==> src/rtl/matrix_operand_loader_if.sv <==
// Handshake and data bundle between an element source, the operand loader
// and the downstream MAC unit that consumes packed matrix pairs.
interface matrix_operand_loader_if #(
    parameter int M_SIZE     = 4,
    parameter int VAR_WIDTH  = 8,
    parameter int DATA_WIDTH = M_SIZE * M_SIZE * VAR_WIDTH
);

    // element stream into the loader
    logic                  in_valid;
    logic                  in_ready;
    logic [VAR_WIDTH-1:0]  in_a;
    logic [VAR_WIDTH-1:0]  in_b;
    logic                  in_last;

    // packed matrix pair towards the MAC unit
    logic [DATA_WIDTH-1:0] matrixA;
    logic [DATA_WIDTH-1:0] matrixB;
    logic                  out_valid;
    logic                  out_ready;

    // source of elements and sink of matrices
    modport master (
        output in_valid,
        output in_a,
        output in_b,
        output in_last,
        output out_ready,
        input  in_ready,
        input  matrixA,
        input  matrixB,
        input  out_valid
    );

    // the loader itself
    modport slave (
        input  in_valid,
        input  in_a,
        input  in_b,
        input  in_last,
        input  out_ready,
        output in_ready,
        output matrixA,
        output matrixB,
        output out_valid
    );

endinterface

==> src/rtl/matrix_operand_loader.sv <==
// Collects a row-major stream of element pairs into two packed square
// matrices and presents them to a MAC unit with a valid/ready handshake.
//
// state    | meaning
// ---------+-----------------------------------------------------------
// FILL     | accepting element pairs while enable=1, idx = next element
// PRESENT  | packed pair complete, out_valid=1, waiting for out_ready
//
// A frame whose in_last does not coincide with the final element is a
// framing error: err sticks until clear/reset and the partial frame is
// dropped by restarting at element (0,0).
module matrix_operand_loader #(
    parameter int M_SIZE     = 4,
    parameter int VAR_WIDTH  = 8,
    parameter int DATA_WIDTH = M_SIZE * M_SIZE * VAR_WIDTH
) (
    input  logic        clock,
    input  logic        reset,
    input  logic        clear,
    input  logic        enable,
    output logic        err,
    output logic [15:0] mat_count,
    matrix_operand_loader_if.slave bus
);

    localparam int NUM_ELEM = M_SIZE * M_SIZE;
    localparam int IDX_W    = (NUM_ELEM > 1) ? $clog2(NUM_ELEM) : 1;

    localparam logic [IDX_W-1:0] LAST_IDX = IDX_W'(NUM_ELEM - 1);

    localparam logic [0:0] ST_FILL    = 1'b0;
    localparam logic [0:0] ST_PRESENT = 1'b1;

    logic [0:0]            state_q,     state_d;
    logic [IDX_W-1:0]      idx_q,       idx_d;
    logic [DATA_WIDTH-1:0] mat_a_q,     mat_a_d;
    logic [DATA_WIDTH-1:0] mat_b_q,     mat_b_d;
    logic                  err_q,       err_d;
    logic [15:0]           mat_count_q, mat_count_d;

    logic in_ready_w;
    logic beat_w;
    logic handshake_w;
    logic idx_at_end_w;

    // acceptance and delivery qualifiers; in_ready is held low during reset
    always_comb begin
        in_ready_w   = reset & enable & (state_q == ST_FILL);
        beat_w       = bus.in_valid & in_ready_w;
        handshake_w  = (state_q == ST_PRESENT) & bus.out_ready;
        idx_at_end_w = (idx_q == LAST_IDX);
    end

    // frame sequencing: element index, state and sticky framing error
    always_comb begin
        state_d = state_q;
        idx_d   = idx_q;
        err_d   = err_q;
        if (clear) begin
            state_d = ST_FILL;
            idx_d   = '0;
            err_d   = 1'b0;
        end else begin
            case (state_q)
                ST_FILL: begin
                    if (beat_w) begin
                        if (idx_at_end_w && bus.in_last) begin
                            state_d = ST_PRESENT;
                            idx_d   = '0;
                        end else if (idx_at_end_w || bus.in_last) begin
                            err_d = 1'b1;
                            idx_d = '0;
                        end else begin
                            idx_d = idx_q + 1'b1;
                        end
                    end
                end
                ST_PRESENT: begin
                    if (handshake_w) begin
                        state_d = ST_FILL;
                    end
                end
                default: begin
                    state_d = ST_FILL;
                    idx_d   = '0;
                end
            endcase
        end
    end

    // element packing: element (0,0) lands in the most significant lane
    always_comb begin
        mat_a_d = mat_a_q;
        mat_b_d = mat_b_q;
        if (clear) begin
            mat_a_d = '0;
            mat_b_d = '0;
        end else if (beat_w) begin
            for (int e = 0; e < NUM_ELEM; e++) begin
                if (idx_q == IDX_W'(e)) begin
                    mat_a_d[DATA_WIDTH-1-e*VAR_WIDTH -: VAR_WIDTH] = bus.in_a;
                    mat_b_d[DATA_WIDTH-1-e*VAR_WIDTH -: VAR_WIDTH] = bus.in_b;
                end
            end
        end
    end

    // delivered-pair counter, wraps naturally at 16 bits and survives clear
    always_comb begin
        mat_count_d = mat_count_q;
        if (!clear && handshake_w) begin
            mat_count_d = mat_count_q + 16'd1;
        end
    end

    // state registers with asynchronous active-low reset
    always_ff @(posedge clock or negedge reset) begin
        if (!reset) begin
            state_q     <= ST_FILL;
            idx_q       <= '0;
            mat_a_q     <= '0;
            mat_b_q     <= '0;
            err_q       <= 1'b0;
            mat_count_q <= '0;
        end else begin
            state_q     <= state_d;
            idx_q       <= idx_d;
            mat_a_q     <= mat_a_d;
            mat_b_q     <= mat_b_d;
            err_q       <= err_d;
            mat_count_q <= mat_count_d;
        end
    end

    // output drive
    always_comb begin
        bus.in_ready  = in_ready_w;
        bus.out_valid = (state_q == ST_PRESENT);
        bus.matrixA   = mat_a_q;
        bus.matrixB   = mat_b_q;
        err           = err_q;
        mat_count     = mat_count_q;
    end

endmodule

==> src/flat_wrapper.sv <==
// flat-port wrapper written by rule: the top's interface ports become plain ports
module matrix_operand_loader_flat 
#(
    parameter int M_SIZE     = 4,
    parameter int VAR_WIDTH  = 8,
    parameter int DATA_WIDTH = M_SIZE * M_SIZE * VAR_WIDTH
)
  (clock, reset, clear, enable, err, mat_count, bus_in_valid, bus_in_a, bus_in_b, bus_in_last, bus_out_ready, bus_in_ready, bus_matrixA, bus_matrixB, bus_out_valid);
  matrix_operand_loader_if #(.M_SIZE(M_SIZE), .VAR_WIDTH(VAR_WIDTH), .DATA_WIDTH(DATA_WIDTH)) bus_i ();
  input  logic clock;
  input  logic reset;
  input  logic clear;
  input  logic enable;
  output logic err;
  output logic [15:0] mat_count;
  input wire logic [$bits(bus_i.in_valid)-1:0] bus_in_valid;
  input wire logic [$bits(bus_i.in_a)-1:0] bus_in_a;
  input wire logic [$bits(bus_i.in_b)-1:0] bus_in_b;
  input wire logic [$bits(bus_i.in_last)-1:0] bus_in_last;
  input wire logic [$bits(bus_i.out_ready)-1:0] bus_out_ready;
  output wire logic [$bits(bus_i.in_ready)-1:0] bus_in_ready;
  output wire logic [$bits(bus_i.matrixA)-1:0] bus_matrixA;
  output wire logic [$bits(bus_i.matrixB)-1:0] bus_matrixB;
  output wire logic [$bits(bus_i.out_valid)-1:0] bus_out_valid;
  assign bus_i.in_valid = bus_in_valid;
  assign bus_i.in_a = bus_in_a;
  assign bus_i.in_b = bus_in_b;
  assign bus_i.in_last = bus_in_last;
  assign bus_i.out_ready = bus_out_ready;
  assign bus_in_ready = bus_i.in_ready;
  assign bus_matrixA = bus_i.matrixA;
  assign bus_matrixB = bus_i.matrixB;
  assign bus_out_valid = bus_i.out_valid;
  matrix_operand_loader #(.M_SIZE(M_SIZE), .VAR_WIDTH(VAR_WIDTH), .DATA_WIDTH(DATA_WIDTH)) u_core (.clock(clock), .reset(reset), .clear(clear), .enable(enable), .err(err), .mat_count(mat_count), .bus(bus_i));
endmodule
==> config.mk <==
export PLATFORM = sky130hd
export DESIGN_NAME = matrix_operand_loader_flat
export DESIGN_NICKNAME = d
export VERILOG_FILES = /design/src/rtl/matrix_operand_loader_if.sv /design/src/rtl/matrix_operand_loader.sv /design/src/flat_wrapper.sv
export SDC_FILE = /design/constraint.sdc
export NUM_CORES = 1
export LEC_CHECK = 0
export CORE_MARGIN = 1.5
export CORE_UTILIZATION = 40
export DETAILED_ROUTE_END_ITERATION = 8
export MAX_ROUTING_LAYER = met4
export PLACE_DENSITY = 0.74
export SYNTH_ARGS = -nofsm -noshare
export SYNTH_HDL_FRONTEND = slang
export SYNTH_SLANG_ARGS = --single-unit
==> constraint.sdc <==
create_clock -name clock -period 5.2 [get_ports clock]
set_input_delay 0.78 -clock clock [delete_from_list [all_inputs] [get_ports clock]]
set_output_delay 0.78 -clock clock [all_outputs]
set_load 0.005 [all_outputs]
# After elaboration in Yosys (flattened, before gate mapping)
# Index checks and enable logic that the tools add are counted.
# totals
regBits	278
inputBits	23
out_inout_bits	275
word_cells	152
# op_classes
add_sub_neg	2
n_eq_ne	17
mux	51
bitwise_logic	5
n_reduce_logical	41
# ops
cell	count
128-bit 2-to-1 mux	4
8-bit 2-to-1 mux	32
2-bit nonzero test	18
2-bit AND reduction	17
4-bit == test (second input constant)	8
4-bit 2-to-1 mux	5
16-bit by 1-bit adder with 16-bit output (second input constant)	1
4-bit by 3-bit == test with 1-bit output (second input constant)	4
1-bit 2-to-1 mux	9
4-bit by 2-bit == test with 1-bit output (second input constant)	2
4-bit by 1-bit adder with 4-bit output (second input constant)	1
1-bit bitwise AND	4
4-bit by 1-bit == test with 1-bit output (second input constant)	1
4-bit logical NOT	1
2-bit inequality test (second input constant)	2
4-bit AND reduction	1
1-bit logical AND	2
1-bit case mux with 2 select lines	1
1-bit logical NOT	1
1-bit logical OR	1
1-bit NOT	1

# Longest topological paths before layout
# depth
ltp_word	7
depth_mapped	8
mapped_depth_nobuf	5

# Worst setup path before layout
# Ideal clock, no wire load.
# synth_path
path_type	input -> register
start	input port bus_in_valid
end	register u_core.mat_a_q[88], in the netlist u_core.bus.matrixA[88]
setup_time_ns	0.132
t_arrival_ns	1.900
t_required_ns	5.068
slack_ns	3.168
path_stages	8
n_path_buf	4
cell_sequence	and4b_1 buf_4 buf_12 buf_8 nand3_4 buf_8 mux2i_1 nor2_1
# synth_via
elab_chain_len	3
# synth_lines
item	line_no	text
start, declared	flat_wrapper.sv:16	input wire logic [$bits(bus_i.in_valid)-1:0] bus_in_valid;
1-bit bitwise AND	matrix_operand_loader.sv:49	beat_w = bus.in_valid & in_ready_w;
2-bit nonzero test (no line)	--	
2-bit AND reduction (no line)	--	
end signal, assigned	matrix_operand_loader.sv:128	mat_a_q <= mat_a_d;
end, declared	matrix_operand_loader.sv:36	logic [DATA_WIDTH-1:0] mat_a_q, mat_a_d;
# Every way passes these cells.
# A chain may end at the register's enable or synchronous reset.

# Worst setup path after layout
# layout_path
start	input port reset
end	register u_core.mat_a_q[58], in the netlist u_core.bus.matrixA[58]
# layout_via
elab_chain_len	5
# layout_lines
item	line_no	text
start, declared	flat_wrapper.sv:11	input logic reset;
1-bit bitwise AND (2 in a row)	matrix_operand_loader.sv:48	in_ready_w = reset & enable & (state_q == ST_FILL);
1-bit bitwise AND	matrix_operand_loader.sv:49	
2-bit nonzero test (no line)	--	
2-bit AND reduction (no line)	--	
# Every way passes these cells.

==> flow_metrics.tcl <==
set metrics [dict create \
    clockRootBuffer "clkbuf_16" \
    track_usage 0.239 \
    yosysTopAreaCellShare 0.601 \
    top_layer "met4" \
    crit_start "reset" \
    die_w_um 173 \
    path_cells "buf_8, and4b_1, nand3_2, mux2i_1, nor2_1" \
    wl_met3_um 2780 \
    synth_xor_area_frac 0.0121 \
    nNetsFinal 1352 \
    area_delta_synth_final_pct 35.0 \
    synth_fp_nets 1098 \
    cts.path.max_buffers 3 \
    worstMarginPinSlew_ns 1.27 \
    switching_share 0.221 \
    outcome "finished clean" \
    start_util 0.405 \
    synth_compound_area_frac 0.0459 \
    synth.distinct_cells 37 \
    grt_setup_unrepaired "false" \
    rows 62 \
    synth_area_per_cell_um2 10.8 \
    io_pins 298 \
    synthArstFlopShare 1.00 \
    dpl.cell_count 1677 \
    via_count 8870 \
    finalNonFillerCells 1728 \
    cts_tree "done" \
    p_leak_nw 7.80 \
    drv_slew 0 \
    slowest_stage "and4b_1" \
    ir_drop_mv 0.236 \
    drt.antenna.violating_nets 0 \
    cts_resized 0 \
    core_area_um2 28600 \
    synth-simple-area-share 0.157 \
    yosysWarnings 0 \
    fin_hold_ws_ns 0.192 \
    cts_sinks 278 \
    p_total_mw 4.47 \
    cp_max_fo 68 \
    holdBufCountCts 0 \
    place.gp.congestion 0.779 \
    antenna_found_initial 0 \
    reg2reg_from "u_core.bus.out_valid" \
    cts_setup_buffers 0 \
    dieArea_um2 30000 \
    internal-power_mw 3.49 \
    setup_viol 0 \
    grt_overflow 0 \
    hold_viol 0 \
    grt_pass1_wl_um 54000 \
    clock_latency_ns 0.53 \
    path_clk_slew_ns 0.06 \
    met2_length_um 16500 \
    synth_seq_area_share 0.601 \
    synth_top_family_by_area "simple AND/OR/NAND/NOR gates" \
    design_area_um2 15600 \
    period_minus_slack_ns 3.14 \
    ys.flop_type "dfrtp_1" \
    critPathLaunchType "input pin" \
    max_freq_mhz 319 \
    grt_pass1_vias 8856 \
    avgRoutedWirePerCell_um 20.1 \
    tns_ns 0 \
    pwr-share-seq 0.486 \
    io_buffers 297 \
    synth_edf_count 0 \
    wl_met1_um 14800 \
    dpl.hpwl_um 22500 \
    cts_buffers 29 \
    drt_first_pass_iters 7 \
    syn_inst 1070 \
    drc_errors 0 \
    slew_headroom 0.153 \
    syn_area_um2 11600 \
    worst_ep_required_time_ns 5.56 \
    synthAdderAreaFrac 0.00540 \
    vias_per_cell 5.13 \
    pwr_density_cell_nw_per_um2 286 \
    drt_iter0_markers 769 \
    critPathCaptureType "flop" \
    placedInstanceArea_um2 14700 \
    grt_max_degree 164 \
    pwr-share-clk 0.474 \
    synth_top_area_cell "dfrtp_1" \
    p_sw_mw 0.986 \
    cp_num_buf_inv 1 \
    finalClockSkew_ns 0.00670 \
    cp.arrival_ns 3.50 \
    max_stage_delay_ns 0.99 \
    htree_num_levels 1 \
    path_class "in2reg" \
    muxShareOfSynthArea 0.139 \
    ys_ff_latch 278 \
    p_comb_frac 0.041 \
    diodes 0 \
    synth_area_leaders "dfrtp_1 (60%), mux2i_1 (14%), nand2_1 (6.4%)" \
    routed_wl_um 34800 \
    die_y_um 173 \
    hold_class "in2async" \
    period_share 0.603 \
    drive_gt1_frac 0.0536 \
    critPathTopFamily "simple AND/OR/NAND/NOR gates" \
    max_cap_viol_count 0 \
]
-- kinds of logic (layout without fill, tap and decap cells) --
| group | Yosys count | after routing |
|---|---|---|
| simple gates | 418 | 418 |
| flops | 278 | 278 |
| mux | 161 | 161 |
| compound gates | 105 | 105 |
| buf+inv | 87 | 361 |
| xor+xnor | 16 | 16 |
| fa+ha+maj | 5 | 5 |
-- metal layers --
metal / GRT usage / vias up
met5: - / -
met4: 0.0572 / 0
met3: 0.0567 / 54
met2: 0.380 / 336
met1: 0.312 / 4452
li1: - / 4028
-- layout by cell type, fill, tap and decap left out, types with 2 or more instances in the layout --
cell | Yosys | layout
a31oi_1 | 2 | 2
nand2_1 | 199 | 199
clkbuf_16 | 0 | 29
dfrtp_1 | 278 | 278
nor2b_1 | 2 | 2
nand3_2 | 8 | 8
nand3_1 | 8 | 8
clkbuf_8 | 0 | 9
clkdlybuf4s50_1 | 0 | 295
a21oi_1 | 101 | 101
nand3_4 | 4 | 4
clkbuf_1 | 48 | 7
inv_1 | 6 | 6
and3_1 | 7 | 7
and4b_1 | 2 | 2
xnor2_1 | 10 | 10
bufinv_16 | 0 | 3
nand4b_1 | 2 | 2
nand4_4 | 3 | 3
xor2_1 | 6 | 6
ha_1 | 5 | 5
nand4_1 | 3 | 3
nor3_1 | 2 | 2
buf_4 | 13 | 7
clkinv_2 | 0 | 4
mux2i_1 | 160 | 160
nor4_1 | 2 | 2
nor2_1 | 169 | 169
-- final timing paths --
kind | endpoint | slack (ns) | cells past startpoint
min | u_core.bus.matrixA[30] | 0.19 | 1
max in group asynchronous | u_core.bus.matrixA[75] | 3.62 | 2
max | u_core.bus.matrixA[58] | 2.06 | 5
min reg2reg | u_core.mat_count[15] | 0.46 | 1
min in group clock | u_core.mat_count[15] | 0.46 | 1
max reg2reg | u_core.bus.matrixA[58] | 2.29 | 4
-- synthesized netlist by cell type (7+ instances only) --
master      n
dfrtp_1   278
nand2_1   199
nor2_1    169
mux2i_1   160
a21oi_1   101
clkbuf_1   48
buf_2      14
buf_4      13
xnor2_1    10
nand3_1     8
nand3_2     8
and3_1      7
-- through the flow --
step | utilization | setup WS (ns)
CTS | 0.546 | 2.07
global placement | 0.512 | 1.69
finish | 0.546 | 2.06
global route | 0.546 | 1.86
floorplan | - | 3.17
detailed placement | 0.512 | 1.55
-- cell type report --
class	count	area, um^2
timing repair buffer	304	3030
multi-input combinational	705	4170
clock inverter	7	110
fill	2415	13000
tap	384	480
inverter	6	22.5
sequential	278	6960
clock buffer	44	862
-- power groups by stage --
stage / clock [mW] / combinational (mW) / sequential (mW)
3_5_place_dp: 0 / 0.185 / 2.21
3_3_place_gp: 0 / 0.184 / 2.21
5_1_grt: 2.23 / 0.199 / 2.17
4_1_cts: 2.15 / 0.185 / 2.17
6_report: 2.12 / 0.182 / 2.17
2_1_floorplan: 0 / 0.0651 / 2.21
-- registers in the layout, summed over array words and instances (netlist names) --
register	flops
u_core.bus.matrixA	128
u_core.bus.matrixB	128
u_core.mat_count	16
u_core.idx_q	4
u_core.bus.out_valid	1
u_core.err	1
-- worst register-to-register path, stage by stage (launching register included) --
cell     delay [ns]
dfrtp_1        0.46
and4b_1        1.00
nand3_2        0.77
mux2i_1        0.40
nor2_1         0.10
Power figures use the tool's default switching activity.
